$ cat config.mk
export PLATFORM = sky130hd
export DESIGN_NAME = pwm_gen_mc
export DESIGN_NICKNAME = d
export VERILOG_FILES = /design/src/rtl/pwm_pkg.sv /design/src/rtl/pwm_chan.sv /design/src/rtl/pwm_deadtime.sv /design/src/rtl/pwm_gen_mc.sv
export SDC_FILE = /design/constraint.sdc
export NUM_CORES = 1
export LEC_CHECK = 0
export BUFFER_PORTS_ARGS = -buffer_cell sky130_fd_sc_hd__buf_2
export CAP_MARGIN = 10
export CORE_UTILIZATION = 55
export CTS_CLUSTER_DIAMETER = 120
export DETAILED_ROUTE_END_ITERATION = 6
export GPL_TIMING_DRIVEN = 0
export HOLD_SLACK_MARGIN = 0.05
export PLACE_DENSITY = 0.73
export SYNTH_ARGS = -nofsm -noshare
export SYNTH_HDL_FRONTEND = slang
export SYNTH_SLANG_ARGS = --single-unit
export TNS_END_PERCENT = 100
$ cat constraint.sdc
create_clock -name clk -period 3.4 [get_ports clk]
set_input_delay 0.51 -clock clk [delete_from_list [all_inputs] [get_ports clk]]
set_output_delay 0.51 -clock clk [all_outputs]
set_load 0.05 [all_outputs]
$ cat src/rtl/pwm_pkg.sv
// pwm_gen_mc shared types: channel mode encoding and index-width helper.
// Optional dead-time stage is selected by the PWM_DEADTIME_EN macro.
package pwm_pkg;

    typedef enum logic [1:0] {
        PWM_LEFT    = 2'b00,
        PWM_RIGHT   = 2'b01,
        PWM_WIN     = 2'b10,
        PWM_WIN_INV = 2'b11
    } pwm_mode_t;

    // Channel-index width: at least one bit even for a single channel
    function automatic int idx_w(input int n);
        return (n > 1) ? $clog2(n) : 1;
    endfunction

endpackage

$ cat src/rtl/pwm_chan.sv
// One PWM channel: working config registers, compare logic, output flop.
// Working config loads only on the commit transfer strobe.
module pwm_chan
    import pwm_pkg::*;
#(
    parameter int W = 16
) (
    input  logic         clk,
    input  logic         rst,
    input  logic         i_load,
    input  logic         i_en,
    input  pwm_mode_t    i_mode,
    input  logic [W-1:0] i_cmp1,
    input  logic [W-1:0] i_cmp2,
    input  logic [W-1:0] i_count,
    output logic         o_pwm
);

    typedef struct packed {
        logic         en;
        pwm_mode_t    mode;
        logic [W-1:0] cmp1;
        logic [W-1:0] cmp2;
    } cfg_t;

    cfg_t r_cfg;
    logic r_pwm;
    logic w_lo;
    logic w_in;
    logic w_lvl;

    // Working registers take the staged values at the transfer
    always_ff @(posedge clk) begin
        if (rst) begin
            r_cfg <= cfg_t'('0);
        end else if (i_load) begin
            r_cfg.en   <= i_en;
            r_cfg.mode <= i_mode;
            r_cfg.cmp1 <= i_cmp1;
            r_cfg.cmp2 <= i_cmp2;
        end
    end

    // A reversed window (cmp1 > cmp2) is naturally empty here
    assign w_lo = (i_count >= r_cfg.cmp1);
    assign w_in = w_lo && (i_count < r_cfg.cmp2);

    // Level for the current count; equal compares force low
    always_comb begin
        w_lvl = 1'b0;
        if (r_cfg.en && (r_cfg.cmp1 != r_cfg.cmp2)) begin
            unique case (r_cfg.mode)
                PWM_LEFT:    w_lvl = ~w_lo;
                PWM_RIGHT:   w_lvl = w_lo;
                PWM_WIN:     w_lvl = w_in;
                PWM_WIN_INV: w_lvl = ~w_in;
                default:     w_lvl = 1'b0;
            endcase
        end
    end

    // Registered output, one cycle behind count
    always_ff @(posedge clk) begin
        if (rst) r_pwm <= 1'b0;
        else     r_pwm <= w_lvl;
    end

    assign o_pwm = r_pwm;

endmodule

$ cat src/rtl/pwm_deadtime.sv
// Complementary output pair with a dead-time gap after each raw edge.
// Only instantiated when PWM_DEADTIME_EN is defined.
module pwm_deadtime #(
    parameter int DT_W = 8
) (
    input  logic            clk,
    input  logic            rst,
    input  logic            i_raw,
    input  logic [DT_W-1:0] i_dt,
    output logic            o_p,
    output logic            o_n
);

    logic            r_prev;
    logic [DT_W-1:0] r_cnt;
    logic            r_p;
    logic            r_n;

    // Each raw edge restarts the gap; a short pulse keeps both sides low
    always_ff @(posedge clk) begin
        if (rst) begin
            r_prev <= 1'b0;
            r_cnt  <= '0;
            r_p    <= 1'b0;
            r_n    <= 1'b0;
        end else begin
            r_prev <= i_raw;
            if (i_raw != r_prev) begin
                r_cnt <= i_dt;
                r_p   <= (i_dt == '0) &&  i_raw;
                r_n   <= (i_dt == '0) && !i_raw;
            end else if (r_cnt != '0) begin
                r_cnt <= r_cnt - 1'b1;
                r_p   <= (r_cnt == 1) &&  i_raw;
                r_n   <= (r_cnt == 1) && !i_raw;
            end else begin
                r_p <=  i_raw;
                r_n <= !i_raw;
            end
        end
    end

    assign o_p = r_p;
    assign o_n = r_n;

endmodule

$ cat src/rtl/pwm_gen_mc.sv
// Multi-channel PWM: shared period counter, staged config, boundary commit.
// Define PWM_DEADTIME_EN to add complementary outputs with dead time.
module pwm_gen_mc
    import pwm_pkg::*;
#(
    parameter int CH = 4,
    parameter int W  = 16,
`ifdef PWM_DEADTIME_EN
    parameter int DT_W = 8,
`endif
    localparam int CHW = idx_w(CH)
) (
    input  logic           clk,
    input  logic           rst,
    input  logic           cnt_en,
    input  logic           cfg_wr,
    input  logic [CHW-1:0] cfg_ch,
    input  logic [1:0]     cfg_mode,
    input  logic           cfg_en,
    input  logic [W-1:0]   cfg_cmp1,
    input  logic [W-1:0]   cfg_cmp2,
    input  logic           per_wr,
    input  logic [W-1:0]   per_val,
    input  logic           commit,
    output logic           commit_pend,
    output logic           period_done,
    output logic [W-1:0]   count_val,
`ifdef PWM_DEADTIME_EN
    input  logic [DT_W-1:0] dead_time,
    output logic [CH-1:0]  pwm_out_n,
`endif
    output logic [CH-1:0]  pwm_out
);

    typedef struct packed {
        logic         en;
        pwm_mode_t    mode;
        logic [W-1:0] cmp1;
        logic [W-1:0] cmp2;
    } cfg_t;

    cfg_t          r_stg [CH];
    logic [W-1:0]  r_per_s;
    logic [W-1:0]  r_per_w;
    logic [W-1:0]  r_count;
    logic          r_done;
    logic          r_pend;
    logic          r_pulse;
    logic          w_ch_ok;
    logic          w_wrap;
    logic          w_bnd;
    logic          w_req;
    logic          w_xfer;
    logic [CH-1:0] w_raw;

    assign w_ch_ok = (32'(cfg_ch) < 32'(CH));
    assign w_wrap  = (r_count == r_per_w);
    assign w_bnd   = !cnt_en || w_wrap;
    assign w_req   = r_pend || commit;
    assign w_xfer  = w_req && w_bnd;

    // Staging writes; they only reach outputs through a commit
    always_ff @(posedge clk) begin
        if (rst) begin
            for (int i = 0; i < CH; i++) r_stg[i] <= cfg_t'('0);
            r_per_s <= '0;
        end else begin
            if (cfg_wr && w_ch_ok) begin
                r_stg[cfg_ch].en   <= cfg_en;
                r_stg[cfg_ch].mode <= pwm_mode_t'(cfg_mode);
                r_stg[cfg_ch].cmp1 <= cfg_cmp1;
                r_stg[cfg_ch].cmp2 <= cfg_cmp2;
            end
            if (per_wr) r_per_s <= per_val;
        end
    end

    // Counter, wrap pulse, and commit handshake with period transfer
    always_ff @(posedge clk) begin
        if (rst) begin
            r_count <= '0;
            r_done  <= 1'b0;
            r_per_w <= '0;
            r_pend  <= 1'b0;
            r_pulse <= 1'b0;
        end else begin
            if (cnt_en) r_count <= w_wrap ? '0 : r_count + 1'b1;
            r_done  <= cnt_en && w_wrap;
            if (w_xfer) r_per_w <= r_per_s;
            r_pend  <= w_req && !w_xfer;
            r_pulse <= commit && w_xfer && !r_pend;
        end
    end

    for (genvar g = 0; g < CH; g++) begin : g_chan
        pwm_chan #(.W(W)) u_chan (
            .clk    (clk),
            .rst    (rst),
            .i_load (w_xfer),
            .i_en   (r_stg[g].en),
            .i_mode (r_stg[g].mode),
            .i_cmp1 (r_stg[g].cmp1),
            .i_cmp2 (r_stg[g].cmp2),
            .i_count(r_count),
            .o_pwm  (w_raw[g])
        );
    end

`ifdef PWM_DEADTIME_EN
    for (genvar g = 0; g < CH; g++) begin : g_dt
        pwm_deadtime #(.DT_W(DT_W)) u_dt (
            .clk  (clk),
            .rst  (rst),
            .i_raw(w_raw[g]),
            .i_dt (dead_time),
            .o_p  (pwm_out[g]),
            .o_n  (pwm_out_n[g])
        );
    end
`else
    assign pwm_out = w_raw;
`endif

    assign commit_pend = r_pend || r_pulse;
    assign period_done = r_done;
    assign count_val   = r_count;

endmodule

==> run metrics, run 1 <==
Chip Width 174 um; Pre-antenna DRT Iters 5; Worst-Margin Slew 1260 ps; footprint of the multi-input gates 0.00720 sq mm; Design Area, Final 0.0183 sq mm; final weighted congestion in routability-driven placement 0.914; Synth Warn # 0; #FFs+latches synth 335; Layout area overhead 12.8%; max_cap viols 0; vias after detailed routing 12,400; Sink Count 335; Rows 62; Final Max Slew Viols 0; largest net degree at the start of global routing 36; post-route ant nets 0; core region area 0.0289 sq mm; Initial Utilization 56.2%; CP Class register to register; placed inst area 0.0171 sq mm; antenna violations before repair 5; CTS Buf Count 35; global-route wire length before repair 67.7 mm; post-CTS sizing 1; Final setup viols 0; Top Metal Used met4; Max Root-Sink Buffers 3; Tcrit/Tclk final 98.6%; Routed met3 length 3.28 mm; nets@finish 2,001; Final Hold Viols 0; Mapped Area 0.0162 sq mm; hold_buf cts 0; met2 routed WL 20.3 mm; share of the yosys chip area belonging to registers 50.0%; pwr dens 571 mW/mm^2; Fill cells 2,445; library cells used by synthesis 51; required time of the critical path 3760 ps; WL met1 19.2 mm; overall power 0.0104 W; DRT iter0 DRCs 978; worst-path fanout max 12; sequential cell area 0.00812 sq mm; GRT overflow 0; clk_skew 24.7 ps; vias per cell 5.54; io pins 81; Crit path arrival time 3710 ps; layout cells sized above 1 10.1%; Setup Fix Bufs, Post-CTS 0; highest clock rate 298 MHz; commonest non-fill, non-tap cell in the layout nand2_1; most frequent cells in the layout nand2_1, a21oi_1, dfxtp_1; Buffers on Ports 78; cell count after synthesis 1,702; top_reg_cell synth dfxtp_1; min-delay worst type input port to register; Leak 7.50 nW; syn nets 1,886; final wirelength 44.7 mm; worst skew pair latency 520 ps; clock root buffer clkbuf_16; VDD IR max 384 uV; vias in the first global route 11,800; Synth Area per Inst 9.53 sq um; routed wire length per instance 20.0 um; clk slew on worst S/H paths 60 ps; crit start category register; unrepaired setup endpoints after global routing false; Tmin final 3350 ps; tightest slew margin relative to the limit 15.6%; drt drc 0; dpl hpwl 31.7 mm; CTS tree done; number of H-tree levels 2; Worst Setup End Kind register; aggregate global-route resource usage 30.0%; die area 0.0302 sq mm; status finished clean; Async S/R FF share, synth 0%; Post-synth EDFFs 140; Die H 174 um
critical path, stage by stage, from the launching register on:
cell      delay (ps)
dfxtp_1          940
xnor2_1          210
nand4_1          230
o41ai_4          600
o21ai_0          320
clkbuf_1         380
buf_2            300
nand2_1          110
a21oi_1           90
per-stage QoR:
| step | worst slack, ps | util [%] | std cells | hold WS (ps) | TNS [ps] |
|---|---|---|---|---|---|
| finish | 47.1 | 63.4 | 2230 | 222 | 0 |
| global route | 7.16 | 63.4 | 2228 | 235 | 0 |
| CTS | 61.6 | 63.3 | 2227 | 215 | 0 |
| detailed placement | -131 | 59.2 | 2164 | 447 | -276 |
| global placement | -379 | 59.2 | 2164 | 443 | -13330 |
| floorplan | 579 | - | 1702 | 431 | 0 |
cells in the mapped netlist (11+ instances only):
cell,number,share of area (%)
nor2_1,57,1.3
nand2_1,356,8.2
xnor2_1,37,2.0
clkbuf_1,39,0.90
o21ai_0,17,0.52
nor4_1,16,0.62
mux2i_1,23,1.4
and2_1,140,5.4
nand4_1,31,1.2
dfxtp_1,195,24
inv_1,131,3.0
ha_1,125,9.6
nand2b_1,12,0.46
edfxtp_1,140,26
a21oi_1,199,6.1
buf_2,17,0.52
buf_4,11,0.51
xor2_1,57,3.1
cell type report:
cell class,instances,area share (%)
repair buffers,78,2.13
clock buffers,53,5.72
multi-input cells,1159,39.3
flip-flops and latches,335,44.4
inverters,131,2.69
diodes,3,0.0410
well taps,384,2.63
plain buffers,77,2.34
clock inverters,10,0.732
state kept, by name, summed over array words and instances, names as in the netlist:
register and flops:
count_val 16, g_chan.u_chan.o_pwm 4, g_chan.u_chan.r_cfg 140, period_done 1
r_pend 1, r_per_s 16, r_per_w 16, r_pulse 1
r_stg 140
layer usage:
metal	GRT usage (%)	vias to the layer above
met4	12.7	0
met1	40.9	5870
met2	48.4	428
met3	3.66	108
li1	-	5951
met5	0	-
power by group:
| part | leakage, nW | total [W] | internal [W] | switching (W) |
|---|---|---|---|---|
| clock | 0.580 | 0.00393 | 0.00237 | 0.00157 |
| combinational | 3.95 | 0.00170 | 0.000645 | 0.00106 |
| sequential | 2.97 | 0.00481 | 0.00454 | 0.000273 |
| total | 7.50 | 0.0104 | 0.00755 | 0.00290 |
logic make-up (layout without fill, tap and decap cells):
kind of cell | after synthesis | in the layout | synth area share, %
and+or+nand+nor | 654 | 654 | 18.9
xor gates and xnor gates | 94 | 94 | 5.08
DFF | 335 | 335 | 50.0
buffers and inverters | 208 | 349 | 5.66
adders and majority gates | 125 | 125 | 9.65
muxes | 23 | 23 | 1.42
AOI/OAI and AO/OA | 263 | 263 | 9.31
other | 0 | 3 | 0
worst paths after layout:
| path | cells past startpoint | slack [ps] | to | startpoint |
|---|---|---|---|---|
| max | 8 | 50 | g_chan[0].u_chan.r_cfg[25] | count_val[3] |
| min | 3 | 220 | r_per_s[2] | per_val[2] |
| max reg2reg | 8 | 50 | g_chan[0].u_chan.r_cfg[25] | count_val[3] |
| min reg2reg | 2 | 450 | r_per_w[5] | r_per_s[5] |
Note: power is estimated with default switching activity, not from simulation.
==> inputs of run 2 (changes only) <==
--- a/config.mk
+++ b/config.mk
@@ -7,6 +7,7 @@
 export LEC_CHECK = 0
 export BUFFER_PORTS_ARGS = -buffer_cell sky130_fd_sc_hd__buf_2
 export CAP_MARGIN = 10
+export CORE_ASPECT_RATIO = 0.5
 export CORE_UTILIZATION = 55
 export CTS_CLUSTER_DIAMETER = 120
 export DETAILED_ROUTE_END_ITERATION = 6
==> run 2 against run 1 <==
Effect of this change:
- the run now ends with design-rule violations left
- hold slack lost 31 ps
- wire length down 0.37%
- worst setup slack gained 44 ps
- via count fell by 1.4%
- total power down 5.5%
- flip-flop and latch count is the same
- maximum frequency increased by 1.3%
- die area up 0.14%
- cell count about the same
==> run metrics, run 2 (synthesis results as in run 1) <==
Chip Width 245 um (+41%); Int Power 0.00703 W (-7.0%); Setup crit start count_val[6]; Layout area overhead 11.6%; Final Max Slew Viols 0 (unchanged); Crit path arrival time 3730 ps (+20 ps); dpl hpwl 31.5 mm (-0.43%); Die H 123 um (-29%); VDD IR max 349 uV (-8.9%); Worst-Margin Slew 1110 ps (-156 ps); clock network power share 33.7% (-3.9 points); Finished Core Util 62.4% (-1.0 points); overall power 0.00987 W (-5.5%); clk slew on worst S/H paths 70 ps (about the same); number of H-tree levels 1 (-1); Tcrit/Tclk final 97.3% (-1.3 points); Initial Utilization 55.9% (-0.30 points); Hold Crit Start per_val[2]; CTS tree done; die area 0.0302 sq mm (+0.14%); vias in the first global route 11,200 (-4.9%); most frequent cells in the layout nand2_1, a21oi_1, dfxtp_1; routed wire length per instance 19.9 um (-0.46%); hold_buf cts 0 (unchanged); CP Class register to register; Switching Share 28.8% (+1.1 points); worst-path fanout max 10 (-2); antenna violations before repair 9 (+4); Worst Setup End Kind register; aggregate global-route resource usage 29.9% (-0.11 points); drt drc 2 (+2); GRT overflow 0 (unchanged); post-route ant nets 0 (unchanged); nets@finish 1,997 (-0.20%); worst setup margin 91.3 ps (+44.2 ps); Net Sw Power 0.00285 W (-1.8%); Final Hold Viols 0 (unchanged); Pre-antenna DRT Iters 7 (+2); Fin Setup TNS 0 ps (unchanged); CTS Buf Count 29 (-17%); clk_skew 15.1 ps (-9.59 ps); max_cap viols 0 (unchanged); combinational share of power 17.5% (+1.2 points); Leak 7.40 nW (-1.4%); Max Root-Sink Buffers 3 (unchanged); Crit Reg-Reg Startpoint count_val[6]; status finished with violations; Final setup viols 0 (unchanged); vias after detailed routing 12,200 (-1.4%); layout cells sized above 1 10.2% (+0.093 points); Setup Fix Bufs, Post-CTS 0 (unchanged); commonest non-fill, non-tap cell in the layout nand2_1; worst skew pair latency 570 ps (+50 ps); Setup WS pre-CTS -147 ps (-15.6 ps); global-route wire length before repair 65.9 mm (-2.7%); DRT iter0 DRCs 1,053 (+7.7%); Sink Count 335 (unchanged); min-delay worst type input port to register; core region area 0.0290 sq mm (+0.54%); final wirelength 44.5 mm (-0.37%); required time of the critical path 3820 ps (+60 ps); io pins 81 (unchanged); tightest slew margin relative to the limit 26.0% (+10 points); top flop regs g_chan.u_chan.r_cfg: 140 flops, r_stg: 140 flops; largest net degree at the start of global routing 36 (unchanged); pwr dens 545 mW/mm^2 (-4.5%); Tmin final 3310 ps (-44.2 ps); highest clock rate 302 MHz (+1.3%); unrepaired setup endpoints after global routing false; sequential power share 48.7% (+2.6 points); Buffers on Ports 78 (unchanged); crit start category register; Final Non-Filler Cells 2,232 (+0.090%); Rows 44 (-29%); clock root buffer clkbuf_16; final weighted congestion in routability-driven placement 0.908 (-0.67%); failing checks design-rule violations; vias per cell 5.46 (-1.5%); placed insts 2,172 (+0.37%)
-- run 2: changes by cell type in the layout (fill, tap and decap cells not counted), sizes merged --
cell / previous run / this run
buf: 116 / 117
clkbuf: 92 / 77
clkinv: 6 / 12
clkinvlp: 0 / 1
diode: 3 / 5
-- run 2: worst max-delay path, stage by stage (launching register included) --
cell      delay [ps]
dfxtp_2          620
buf_2            270
xnor2_1          130
nand4_1          190
o41ai_4          580
o21ai_0          400
clkbuf_1         470
buf_2            340
nand2_1           90
a21oi_1           60
-- run 2: through the flow --
step | hold slack [ps] | cell area [sq um]
2_1_floorplan | 431 | 16200
3_3_place_gp | 440 | 17100
3_5_place_dp | 445 | 17100
4_1_cts | 182 | 18100
5_1_grt | 205 | 18100
6_report | 191 | 18100
-- run 2: layout make-up --
class	instances	area [sq um]
Buffer	77	428
Sequential cell	335	8130
Inverter	131	492
Tap cell	391	489
Timing Repair Buffer	80	418
Antenna cell	5	12.5
Clock inverter	17	159
Fill cell	2435	10900
Clock buffer	37	776
Multi-Input combinational cell	1159	7200
-- run 2: final timing paths --
check / slack, ps / end / cells past startpoint
setup / recovery: 90 / g_chan[0].u_chan.r_cfg[8] / 9
hold / removal: 190 / r_per_s[2] / 3
setup reg to reg: 90 / g_chan[0].u_chan.r_cfg[8] / 9
hold reg to reg: 450 / r_per_w[9] / 2
-- run 2: metal layers --
layer / up-vias / global-route usage, % / share of wire (%)
li1: 5933 / - / -
met1: 5703 / 41.9 / 46
met2: 446 / 44.3 / 41
met3: 94 / 7.71 / 9.2
met4: 8 / 11.6 / 3.7
met5: - / 0 / 0.13
-- run 2: power groups by stage --
stage,Combinational [W],Clock (W),Sequential (W)
3_3_place_gp,0.00167,0,0.00488
3_5_place_dp,0.00170,0,0.00489
5_1_grt,0.00192,0.00350,0.00485
6_report,0.00173,0.00333,0.00481
2_1_floorplan,0.00121,0,0.00481
4_1_cts,0.00172,0.00334,0.00480
-- run 2: what timing repair did --
item                                    in CTS  in global routing
pin swaps                                    0                  1
gates resized for setup                     13                  3
endpoints found under the setup margin     102                100
==> inputs of run 3 (changes only) <==
--- a/config.mk
+++ b/config.mk
@@ -5,6 +5,7 @@
 export SDC_FILE = /design/constraint.sdc
 export NUM_CORES = 1
 export LEC_CHECK = 0
+export ABC_AREA = 1
 export BUFFER_PORTS_ARGS = -buffer_cell sky130_fd_sc_hd__buf_2
 export CAP_MARGIN = 10
 export CORE_ASPECT_RATIO = 0.5
@@ -16,5 +17,6 @@
 export PLACE_DENSITY = 0.73
 export SYNTH_ARGS = -nofsm -noshare
 export SYNTH_HDL_FRONTEND = slang
+export SYNTH_HIERARCHICAL = 1
 export SYNTH_SLANG_ARGS = --single-unit
 export TNS_END_PERCENT = 100
==> run 3 against run 2 <==
Effect of this change:
- the run now ends clean
- critical path depth up 7
- cell area up 0.43%
- via count up 8.4%
- synthesized cell count up 12%
- global-route usage down 0.083 points
- maximum frequency up 7.3%
- hold slack better by 37 ps
- count of clock-buffer cells in the layout down 2
- first-iteration DRC count up 13%
- critical endpoint is now g_chan[0].u_chan/r_cfg[8]
- largest power group unchanged
==> run metrics, run 3 <==
library cells used by synthesis 32 (-37%); Post-synth EDFFs 140 (unchanged); Hold EP r_pulse; Int Power 0.00686 W (-2.3%); CTS Buf Count 29 (unchanged); routed wire length per instance 18.2 um (-8.8%); GRT overflow 0 (unchanged); Rows 43 (-2.3%); share of the yosys chip area belonging to registers 50.1% (+0.14 points); io pins 81 (unchanged); worst skew pair latency 580 ps (about the same); unrepaired setup endpoints after global routing false; nets@finish 2,201 (+10%); layout cells sized above 1 10.7% (+0.50 points); Worst Setup End Kind register; combinational share of power 14.6% (-2.9 points); crit-path max cell delay 660 ps (+40 ps); Final Max Slew Viols 0 (unchanged); crit start category register; Hold Crit Start commit; dpl hpwl 31.3 mm (-0.77%); DRT iter0 DRCs 1,192 (+13%); Initial Utilization 57.1% (+1.2 points); Area contributors post-synth edfxtp_1, dfxtp_1, ha_1; vias in the first global route 12,100 (+7.9%); Worst-Margin Slew 803 ps (-305 ps); tightest slew margin relative to the limit 46.4% (+20 points); r2r worst-path depth 16 (+7); min-delay worst type input port to register; VDD IR max 409 uV (+17%); Mapped Area 0.0162 sq mm (-0.28%); leading area contributor after synthesis edfxtp_1; worst-path fanout max 12 (+2); CP Cell Sequence inv_1 > nand2_1 > nand2_1 > nor2_1 > nand2_1 > nor2_1 > nand2_2 > nand2_4 > buf_8 > inv_2 > nor2_4 > buf_8 > inv_1 > clkbuf_1 > o21ai_0 > a21oi_1; status finished clean; Max Root-Sink Buffers 3 (unchanged); Final setup viols 0 (unchanged); Leak 7.96 nW (+7.6%); aggregate global-route resource usage 29.8% (-0.083 points); Chip Width 244 um (-0.14%); Switching Share 27.6% (-1.2 points); largest net degree at the start of global routing 25 (-31%); #FFs+latches synth 335 (unchanged); cell count after synthesis 1,901 (+12%); CP most frequent cell nand2_1; top_reg_cell synth dfxtp_1; sequential power share 49.5% (+0.8 points); critical path's slowest cell dfxtp_2; Setup WS pre-CTS -176 ps (-29.7 ps); pwr dens 522 mW/mm^2 (-4.3%); global-route wire length before repair 66.8 mm (+1.3%); reg2reg setup slack 320 ps (+220 ps); Buffers on Ports 79 (+1.3%); die area 0.0301 sq mm (-0.28%); CTS tree done; worst flop-to-flop path endpoint g_chan[0].u_chan/r_cfg[8]; Buf+Inv Stages, Crit Path 6 (+3); Pre-antenna DRT Iters 5 (-2); Die H 123 um (-0.14%); clock network power share 35.9% (+2.2 points); top flop regs g_chan.u_chan/r_cfg: 140 flops, r_stg: 140 flops; antenna violations before repair 1 (-8); Synth Area per Inst 8.51 sq um (-11%); Fin Setup TNS 0 ps (unchanged); WHS 228 ps (+37.0 ps); post-route ant nets 0 (unchanged); Crit path arrival time 3510 ps (-220 ps); top cell type's share of synthesized area 26.0% (+0.072 points); clk_skew 23.7 ps (+8.59 ps); final weighted congestion in routability-driven placement 0.890 (-2.0%); clk slew on worst S/H paths 70 ps (about the same); Tmin final 3080 ps (-225 ps); Layout area overhead 12.4%; Design Area, Final 0.0182 sq mm (+0.43%); syn nets 2,085 (+11%); final wirelength 44.0 mm (-1.1%); clock root buffer clkbuf_16; Sink Count 335 (unchanged); highest clock rate 324 MHz (+7.3%); vias after detailed routing 13,200 (+8.4%); Synth top cells by count nand2_1, inv_1, nor2_1; Antenna Cells 0 (-5); Async S/R FF share, synth 0% (unchanged); max_cap viols 0 (unchanged); vias per cell 5.45 (-0.11%); drt drc 0 (-2); number of H-tree levels 1 (unchanged); placed inst area 0.0172 sq mm (+0.42%); worst setup margin 316 ps (+225 ps); Net Sw Power 0.00262 W (-7.9%); core region area 0.0283 sq mm (-2.5%); required time of the critical path 3830 ps (about the same); Crit Reg-Reg Startpoint count_val[13]; Tcrit/Tclk final 90.7% (-6.6 points); CP delay by family, top simple AND/OR/NAND/NOR gates; CP Class register to register; Synth Warn # 6 (+6); commonest non-fill, non-tap cell in the layout nand2_1; top-count cell post-synth nand2_1; Hold Path Depth 3 (unchanged); Setup Fix Bufs, Post-CTS 0 (unchanged); Final Hold Viols 0 (unchanged); most frequent cells in the layout nand2_1, inv_1, nor2_1
run 3: cell count changes in the layout (fill, tap and decap cells not counted), sizes merged, moves of 32 or more:
cell | before | now
and2 | 140 | 0
inv | 132 | 262
nand2 | 356 | 304
nor2 | 57 | 244
nor3 | 6 | 54
o21ai | 17 | 174
xor2 | 57 | 25
run 3: cell families (layout without fill, tap and decap cells):
group | Yosys count | in the layout | synth area share, %
simple gates | 667 | 667 | 17.2
fa+ha+maj | 125 | 125 | 9.67
flops | 335 | 335 | 50.1
compound gates | 398 | 398 | 12.6
xor+xnor | 42 | 42 | 2.28
buf+inv | 334 | 473 | 8.16
run 3: cell type report:
class / count / area, sq um
fill: 2443 / 10100
tap: 382 / 478
clock inverter: 19 / 206
multi-input combinational: 1232 / 6770
clock buffer: 35 / 748
sequential: 335 / 8130
timing repair buffer: 85 / 523
buffer: 71 / 333
inverter: 263 / 987
run 3: tightest hold or removal path, delay by kind of cell:
| family | cells | cell delay [ps] |
|---|---|---|
| buffers and inverters | 1 | 110 |
| AND/OR/NAND/NOR | 2 | 130 |
run 3: how the worst max path moves through the flow:
stage / startpoint / endpoint / slack [ps] / cells after the start
detailed placement: count_val[11] / g_chan[1].u_chan/r_cfg[14] / -180 / 17
finish: count_val[13] / g_chan[0].u_chan/r_cfg[8] / 320 / 16
CTS: count_val[0] / g_chan[0].u_chan/r_cfg[8] / 0.8 / 16
global placement: count_val[13] / g_chan[3].u_chan/r_cfg[8] / -1070 / 15
global route: count_val[13] / g_chan[1].u_chan/r_cfg[14] / 160 / 17
floorplan: count_val[13] / g_chan[0].u_chan/r_cfg[11] / 400 / 16
run 3: routing by layer:
layer,vias to the layer above,part of all wire [%],GRT usage [%]
met1,6127,44,41.4
met5,-,0,0
met2,500,43,47.1
met3,80,9.8,5.36
li1,6499,-,-
met4,0,3.4,10.7
run 3: through the flow:
step	util, %	power, W	std cells
finish	64.2	0.00948	2422
global route	64.2	0.00987	2422
CTS	64.2	0.00948	2422
detailed placement	60.8	0.00612	2368
global placement	60.2	0.00608	2362
floorplan	-	0.00568	1901
run 3: repair_timing:
item,4_1_cts,5_1_grt
endpoints found under the setup margin,111,101
pin swaps,0,0
hold buffers,0,0
resized for setup,14,3
run 3: power by group through the flow:
stage	Clock (W)	Sequential [W]	Combinational, W
6_report	0.00341	0.00469	0.00139
5_1_grt	0.00359	0.00472	0.00156
4_1_cts	0.00342	0.00469	0.00137
3_5_place_dp	0	0.00477	0.00136
3_3_place_gp	0	0.00477	0.00130
2_1_floorplan	0	0.00473	0.000949
